[config.mk]
export PLATFORM = sky130hd
export DESIGN_NAME = rx_inpi1556fch
export DESIGN_NICKNAME = d
export VERILOG_FILES = /design/src/rtl/rx_inpi1556fch.sv
export SDC_FILE = /design/constraint.sdc
export NUM_CORES = 1
export LEC_CHECK = 0
export CAP_MARGIN = 20
export CORE_UTILIZATION = 50
export CTS_BUF_LIST = sky130_fd_sc_hd__clkbuf_16
export DETAILED_ROUTE_END_ITERATION = 10
export HOLD_SLACK_MARGIN = 0.06
export PLACE_DENSITY = 0.71
export SLEW_MARGIN = 15
export SYNTH_ARGS = -nofsm -noshare
export SYNTH_HDL_FRONTEND = slang
export SYNTH_SLANG_ARGS = --single-unit
[constraint.sdc]
create_clock -name clk -period 4.2 [get_ports clk]
set_input_delay 0.84 -clock clk [delete_from_list [all_inputs] [get_ports clk]]
set_output_delay 0.84 -clock clk [all_outputs]
set_load 0.01 [all_outputs]
[src/rtl/rx_inpi1556fch.sv]
// Single-wire LED protocol receiver.
// Samples din through a 2-flop synchroniser and classifies each high pulse by width.
// Bits are assembled MSB-first into 24-bit colour words.
// Detects the inter-frame reset gap on the line.
// Optional feature macro: RX_FORWARD_EN enables daisy-chain forwarding on dout.
// Without it, dout is tied 0.
module rx_inpi1556fch #(
  parameter int unsigned CNT_W      = 16,
  parameter int unsigned MIN_HIGH   = 10,
  parameter int unsigned THRESH     = 45,
  parameter int unsigned MAX_HIGH   = 100,
  parameter int unsigned RESET_CLKS = 8000
) (
  input  logic        clk,
  input  logic        rst_n,
  input  logic        din,
  output logic [23:0] color,
  output logic        valid,
  output logic        frame_end,
  output logic        err,
  output logic        busy,
  output logic        dout
);

  typedef enum logic [1:0] {StSync, StIdle, StHigh, StLow} state_e;

  localparam logic [CNT_W-1:0] MinHighC   = CNT_W'(MIN_HIGH);
  localparam logic [CNT_W-1:0] ThreshC    = CNT_W'(THRESH);
  localparam logic [CNT_W-1:0] MaxHighC   = CNT_W'(MAX_HIGH);
  localparam logic [CNT_W-1:0] ResetLastC = CNT_W'(RESET_CLKS - 1);

  state_e             state_q, state_d;
  logic               din_meta_q, din_s_q, din_d1_q;
  logic [CNT_W-1:0]   hi_cnt_q, hi_cnt_d;
  logic [CNT_W-1:0]   lo_cnt_q, lo_cnt_d;
  logic [4:0]         bit_cnt_q, bit_cnt_d;
  logic [23:0]        sr_q, sr_d;
  logic [23:0]        color_q, color_d;
  logic               valid_q, valid_d;
  logic               frame_end_q, frame_end_d;
  logic               err_q, err_d;

  logic rise, pulse_bad, pulse_bit, gap, word_done;

  assign rise      = din_s_q & ~din_d1_q;
  assign pulse_bad = (hi_cnt_q < MinHighC) || (hi_cnt_q > MaxHighC);
  assign pulse_bit = (hi_cnt_q >= ThreshC);
  // lo_cnt_q counts earlier low clocks, so this is the RESET_CLKS-th consecutive low.
  assign gap       = ~din_s_q && (lo_cnt_q == ResetLastC);
  assign word_done = (bit_cnt_q == 5'd24);

  // State and datapath registers; reset discards any partial word.
  always_ff @(posedge clk or negedge rst_n) begin
    if (!rst_n) begin
      state_q     <= StSync;
      din_meta_q  <= 1'b0;
      din_s_q     <= 1'b0;
      din_d1_q    <= 1'b0;
      hi_cnt_q    <= '0;
      lo_cnt_q    <= '0;
      bit_cnt_q   <= '0;
      sr_q        <= '0;
      color_q     <= '0;
      valid_q     <= 1'b0;
      frame_end_q <= 1'b0;
      err_q       <= 1'b0;
    end else begin
      state_q     <= state_d;
      din_meta_q  <= din;
      din_s_q     <= din_meta_q;
      din_d1_q    <= din_s_q;
      hi_cnt_q    <= hi_cnt_d;
      lo_cnt_q    <= lo_cnt_d;
      bit_cnt_q   <= bit_cnt_d;
      sr_q        <= sr_d;
      color_q     <= color_d;
      valid_q     <= valid_d;
      frame_end_q <= frame_end_d;
      err_q       <= err_d;
    end
  end

  // Next-state decode.
  always_comb begin
    state_d = state_q;
    unique case (state_q)
      StSync: if (gap) state_d = StIdle;
      StIdle: if (rise) state_d = StHigh;
      StHigh: if (!din_s_q) state_d = pulse_bad ? StSync : StLow;
      // In StLow a high on din_s can only be a rising edge.
      StLow: begin
        if (din_s_q) state_d = StHigh;
        else if (gap) state_d = StIdle;
      end
      default: state_d = StSync;
    endcase
  end

  // Counters, shift register and pulse outputs.
  always_comb begin
    hi_cnt_d    = hi_cnt_q;
    lo_cnt_d    = lo_cnt_q;
    bit_cnt_d   = bit_cnt_q;
    sr_d        = sr_q;
    color_d     = color_q;
    valid_d     = 1'b0;
    frame_end_d = 1'b0;
    err_d       = 1'b0;

    // Publish the word one clock after its 24th bit; no classify can land on this clock.
    if (word_done) begin
      color_d   = sr_q;
      valid_d   = 1'b1;
      bit_cnt_d = '0;
    end

    unique case (state_q)
      StSync: begin
        if (din_s_q || gap) lo_cnt_d = '0;
        else                lo_cnt_d = lo_cnt_q + CNT_W'(1);
      end
      StIdle: begin
        // The rising-edge clock is the first high clock of the pulse.
        if (rise) begin
          hi_cnt_d = CNT_W'(1);
          lo_cnt_d = '0;
        end
      end
      StHigh: begin
        if (din_s_q) begin
          if (hi_cnt_q != '1) hi_cnt_d = hi_cnt_q + CNT_W'(1);
        end else if (pulse_bad) begin
          err_d     = 1'b1;
          bit_cnt_d = '0;
          sr_d      = '0;
          lo_cnt_d  = CNT_W'(1);
        end else begin
          sr_d      = {sr_q[22:0], pulse_bit};
          bit_cnt_d = bit_cnt_q + 5'd1;
          // The falling-edge clock is the first low clock.
          lo_cnt_d  = CNT_W'(1);
        end
      end
      StLow: begin
        if (din_s_q) begin
          hi_cnt_d = CNT_W'(1);
          lo_cnt_d = '0;
        end else if (gap) begin
          frame_end_d = 1'b1;
          err_d       = (bit_cnt_q != '0);
          bit_cnt_d   = '0;
          sr_d        = '0;
          lo_cnt_d    = '0;
        end else begin
          lo_cnt_d = lo_cnt_q + CNT_W'(1);
        end
      end
      default: ;
    endcase
  end

`ifdef RX_FORWARD_EN
  logic fwd_q, fwd_d;
  logic dout_q, dout_d;

  // Forwarding opens after the first word of a frame and closes at the gap or on an error.
  always_comb begin
    fwd_d = fwd_q;
    if (valid_d) fwd_d = 1'b1;
    if (frame_end_d || err_d) fwd_d = 1'b0;
    dout_d = fwd_q & din_d1_q;
  end

  // Forwarding gate and registered line output.
  always_ff @(posedge clk or negedge rst_n) begin
    if (!rst_n) begin
      fwd_q  <= 1'b0;
      dout_q <= 1'b0;
    end else begin
      fwd_q  <= fwd_d;
      dout_q <= dout_d;
    end
  end

  assign dout = dout_q;
`else
  assign dout = 1'b0;
`endif

  assign color     = color_q;
  assign valid     = valid_q;
  assign frame_end = frame_end_q;
  assign err       = err_q;
  assign busy      = (bit_cnt_q != '0);

endmodule

==> impl_metrics.py <==
metrics = {
    "run_status": {
        "status": "complete, no violations",
    },
    "clock_network": {
        "root_buffer": "clkbuf_16",
        "ctsResizeCount": 0,
        "clock_latency_ns": 0.34,
        "htreeDepth": 3,
        "cts.clk_slew.worst_paths_ns": 0.07,
        "clockBufferDepth": 2,
        "numCtsBuffers": 9,
        "holdBufCountCts": 0,
        "cts.sinks": 93,
        "cts_tree": "done",
        "postCtsSetupBuffers": 0,
    },
    "timing": {
        "finalSetupViolations": 0,
        "setup_tns_ns": 0,
        "hold_viol": 0,
        "maxSlewViolCount": 0,
        "finClkSkew_ns": 0.008817,
        "min_period_ns": 2.694,
        "fmax_ghz": 0.3712,
        "tightest_slew_ns": 0.9745,
        "fin_crit_sh_pct": 64.13,
        "rsz0062_at_grt": "false",
        "slew_headroom_pct": 34.79,
    },
    "floorplanning": {
        "io_pins": 32,
        "dieArea_sq_um": 9142,
        "coreArea_sq_um": 8341,
        "die_x_um": 95.62,
        "rows": 33,
        "start_util_pct": 52.54,
        "fp.dieH_um": 95.62,
    },
    "global_route": {
        "grt_max_degree": 81,
        "antenna_found_initial": 0,
        "grt_overflow_total": 0,
        "grt_pass1_vias": 2990,
        "grt_use_total_pct": 19.50,
        "grt_pass1_wl_um": 13720,
    },
    "synthesis": {
        "ys_warn_count": 0,
        "synthArstFlopShare_pct": 100.0,
        "yosys.area_share.simple_pct": 19.19,
        "synth_fa_ha_area_share_pct": 1.942,
        "synth_ff_type": "dfrtp_1",
        "netlist_instances": 438,
        "ys_ff_latch": 93,
        "syn_avg_cell_area_sq_um": 10.00,
        "synth_edf_count": 0,
        "synthMuxAreaShare_pct": 6.625,
        "syn-cell-area_sq_um": 4382,
        "synth_top_area_share_pct": 53.11,
        "ys_seq_area_share_pct": 53.11,
        "synth_nets": 447,
        "synth_top_family_by_area": "simple AND/OR/NAND/NOR gates",
        "synth_cell_types": 53,
        "synth_xor_area_share_pct": 2.798,
        "synth_top_cell_by_area": "dfrtp_1",
        "synth-compound-area-share_pct": 12.62,
        "synth_area_leaders": "dfrtp_1 53%, mux2_2 6.2%, nand2_1 5.5%",
    },
    "detailed_routing": {
        "drtIter0Drc": 159,
        "first_pass_iters": 4,
        "avgViaCountPerCell": 5.604,
        "vias": 3194,
        "ant_nets": 0,
        "detail_route.wl_per_cell_um": 14.11,
        "route.detailed.drc": 0,
        "drt-total-wl_um": 8040,
    },
    "critical_path": {
        "endpoint": "busy",
        "r2r_end": "lo_cnt_q[10]$_DFFE_PN0P_",
        "cp-start-kind": "register",
        "path_class": "register to output pin",
        "cp_max_fo": 5,
        "r2r_cells": 4,
        "r2r_start": "state_q[1]$_DFFE_PN0P_",
        "endpoint_kind": "output pin",
        "arrival_ns": 1.85,
        "setup.worst_path.start": "bit_cnt_q[0]$_DFF_PN0_",
        "reg2reg_slack_ns": 1.95,
        "worstPathRequired_ns": 3.36,
    },
    "layout": {
        "drive_above_1_share_pct": 12.04,
        "syn_to_final_growth_pct": 14.73,
        "final_common_cell": "dfrtp_1",
        "nets": 469,
        "fin_area_sq_um": 5027,
        "antenna_cells": 0,
        "final_cell_mix": "93 x dfrtp_1, 64 x nand2_1, 42 x o21ai_0",
    },
    "run": {
        "maxCapViolCount": 0,
    },
    "power": {
        "seqPwrFrac_pct": 53.6,
        "power_frac_comb_pct": 2.1,
        "power.density_nw_per_um2": 335.5,
        "p_sw_share_pct": 22.21,
        "p_switching_uw": 374.5,
        "leakagePower_nw": 2.160,
        "intPower_mw": 1.312,
        "pwr-share-clk_pct": 44.3,
        "ir_worst_vdd_uv": 226.7,
    },
    "placed_design": {
        "io_buffers": 30,
        "dp_hpwl_um": 5333,
        "gp_congestion": 0.8695,
        "dpl-instance-area_sq_um": 4723,
    },
    "min_path": {
        "min_path_type": "register to register",
    },
}
## cells by family after synthesis
family	Yosys count
simple gates	172
flops	93
compound gates	90
buf+inv	35
mux	26
xor+xnor	14
fa+ha+maj	7
other cells	1
## worst max-delay path, stage by stage, from the launching register on
cell,delay (ns)
dfrtp_1,0.43
inv_1,0.09
ha_1,0.14
nor2b_1,0.24
nand2_1,0.11
clkdlybuf4s50_1,0.50
## layer usage
metal | vias to the layer above | wire length (um) | part of all wire [%] | track usage, %
li1 | 1584 | - | - | -
met1 | 1541 | 3928 | 49 | 26.41
met2 | 61 | 3762 | 47 | 30.89
met3 | 8 | 252 | 3.1 | 2.951
met4 | 0 | 97 | 1.2 | 8.955
met5 | - | 0 | 0 | 0
## area by class of cell
cell class / instances / area, sq um
Sequential cell: 93 / 2327
Multi-Input combinational cell: 310 / 1896
Clock buffer: 9 / 225.2
Timing Repair Buffer: 35 / 355.3
Inverter: 11 / 41.29
Tap cell: 105 / 131.4
Clock inverter: 7 / 51.30
Fill cell: 719 / 3313
## worst min path at each step
stage,startpoint,to,slack [ns],cells past startpoint
5_1_grt,din_meta_q$_DFF_PN0_,din_s_q$_DFF_PN0_,0.38,0
2_1_floorplan,din_meta_q$_DFF_PN0_,din_s_q$_DFF_PN0_,0.33,0
3_5_place_dp,din_meta_q$_DFF_PN0_,din_s_q$_DFF_PN0_,0.35,0
3_3_place_gp,din_meta_q$_DFF_PN0_,din_s_q$_DFF_PN0_,0.33,0
6_report,din_meta_q$_DFF_PN0_,din_s_q$_DFF_PN0_,0.37,0
4_1_cts,din_meta_q$_DFF_PN0_,din_s_q$_DFF_PN0_,0.37,0
## Yosys cell counts (6+ instances only)
cell / instances
xor2_1: 7
nor2_1: 31
o21ai_0: 42
dfrtp_1: 93
o21ai_1: 6
nand3_1: 20
nand4_1: 9
xnor2_1: 7
nand2_1: 64
inv_1: 11
a31oi_1: 6
buf_2: 12
clkbuf_1: 9
mux2_2: 24
nor3_1: 11
ha_1: 6
nand2b_1: 6
a21oi_1: 11
## power by group through the flow
stage	logic [mW]	registers, mW	clock network [mW]
detailed placement	0.0334	0.921	0
CTS	0.0334	0.904	0.764
floorplan	0.0125	0.919	0
finish	0.0354	0.904	0.747
global route	0.0411	0.905	0.806
global placement	0.0326	0.921	0
## state kept, by name, indices dropped and copies added, names as in the netlist
name	count
state_q	2
color	24
sr_q	24
valid	1
din_d1_q	1
bit_cnt_q	5
err	1
hi_cnt_q	16
din_meta_q	1
frame_end	1
din_s_q	1
lo_cnt_q	16
## metrics by stage
step | setup slack, ns | util (%) | power, mW | instances | hold WS, ns
5_1_grt | 1.411 | 60.28 | 1.752 | 570 | 0.3827
3_5_place_dp | 1.866 | 56.63 | 0.9548 | 553 | 0.3548
3_3_place_gp | 1.928 | 56.63 | 0.9536 | 553 | 0.3318
6_report | 1.506 | 60.28 | 1.687 | 570 | 0.3703
4_1_cts | 1.484 | 59.95 | 1.702 | 569 | 0.3691
2_1_floorplan | 2.369 | - | 0.9320 | 438 | 0.3312
No activity file was read; power rests on OpenSTA's default activity.
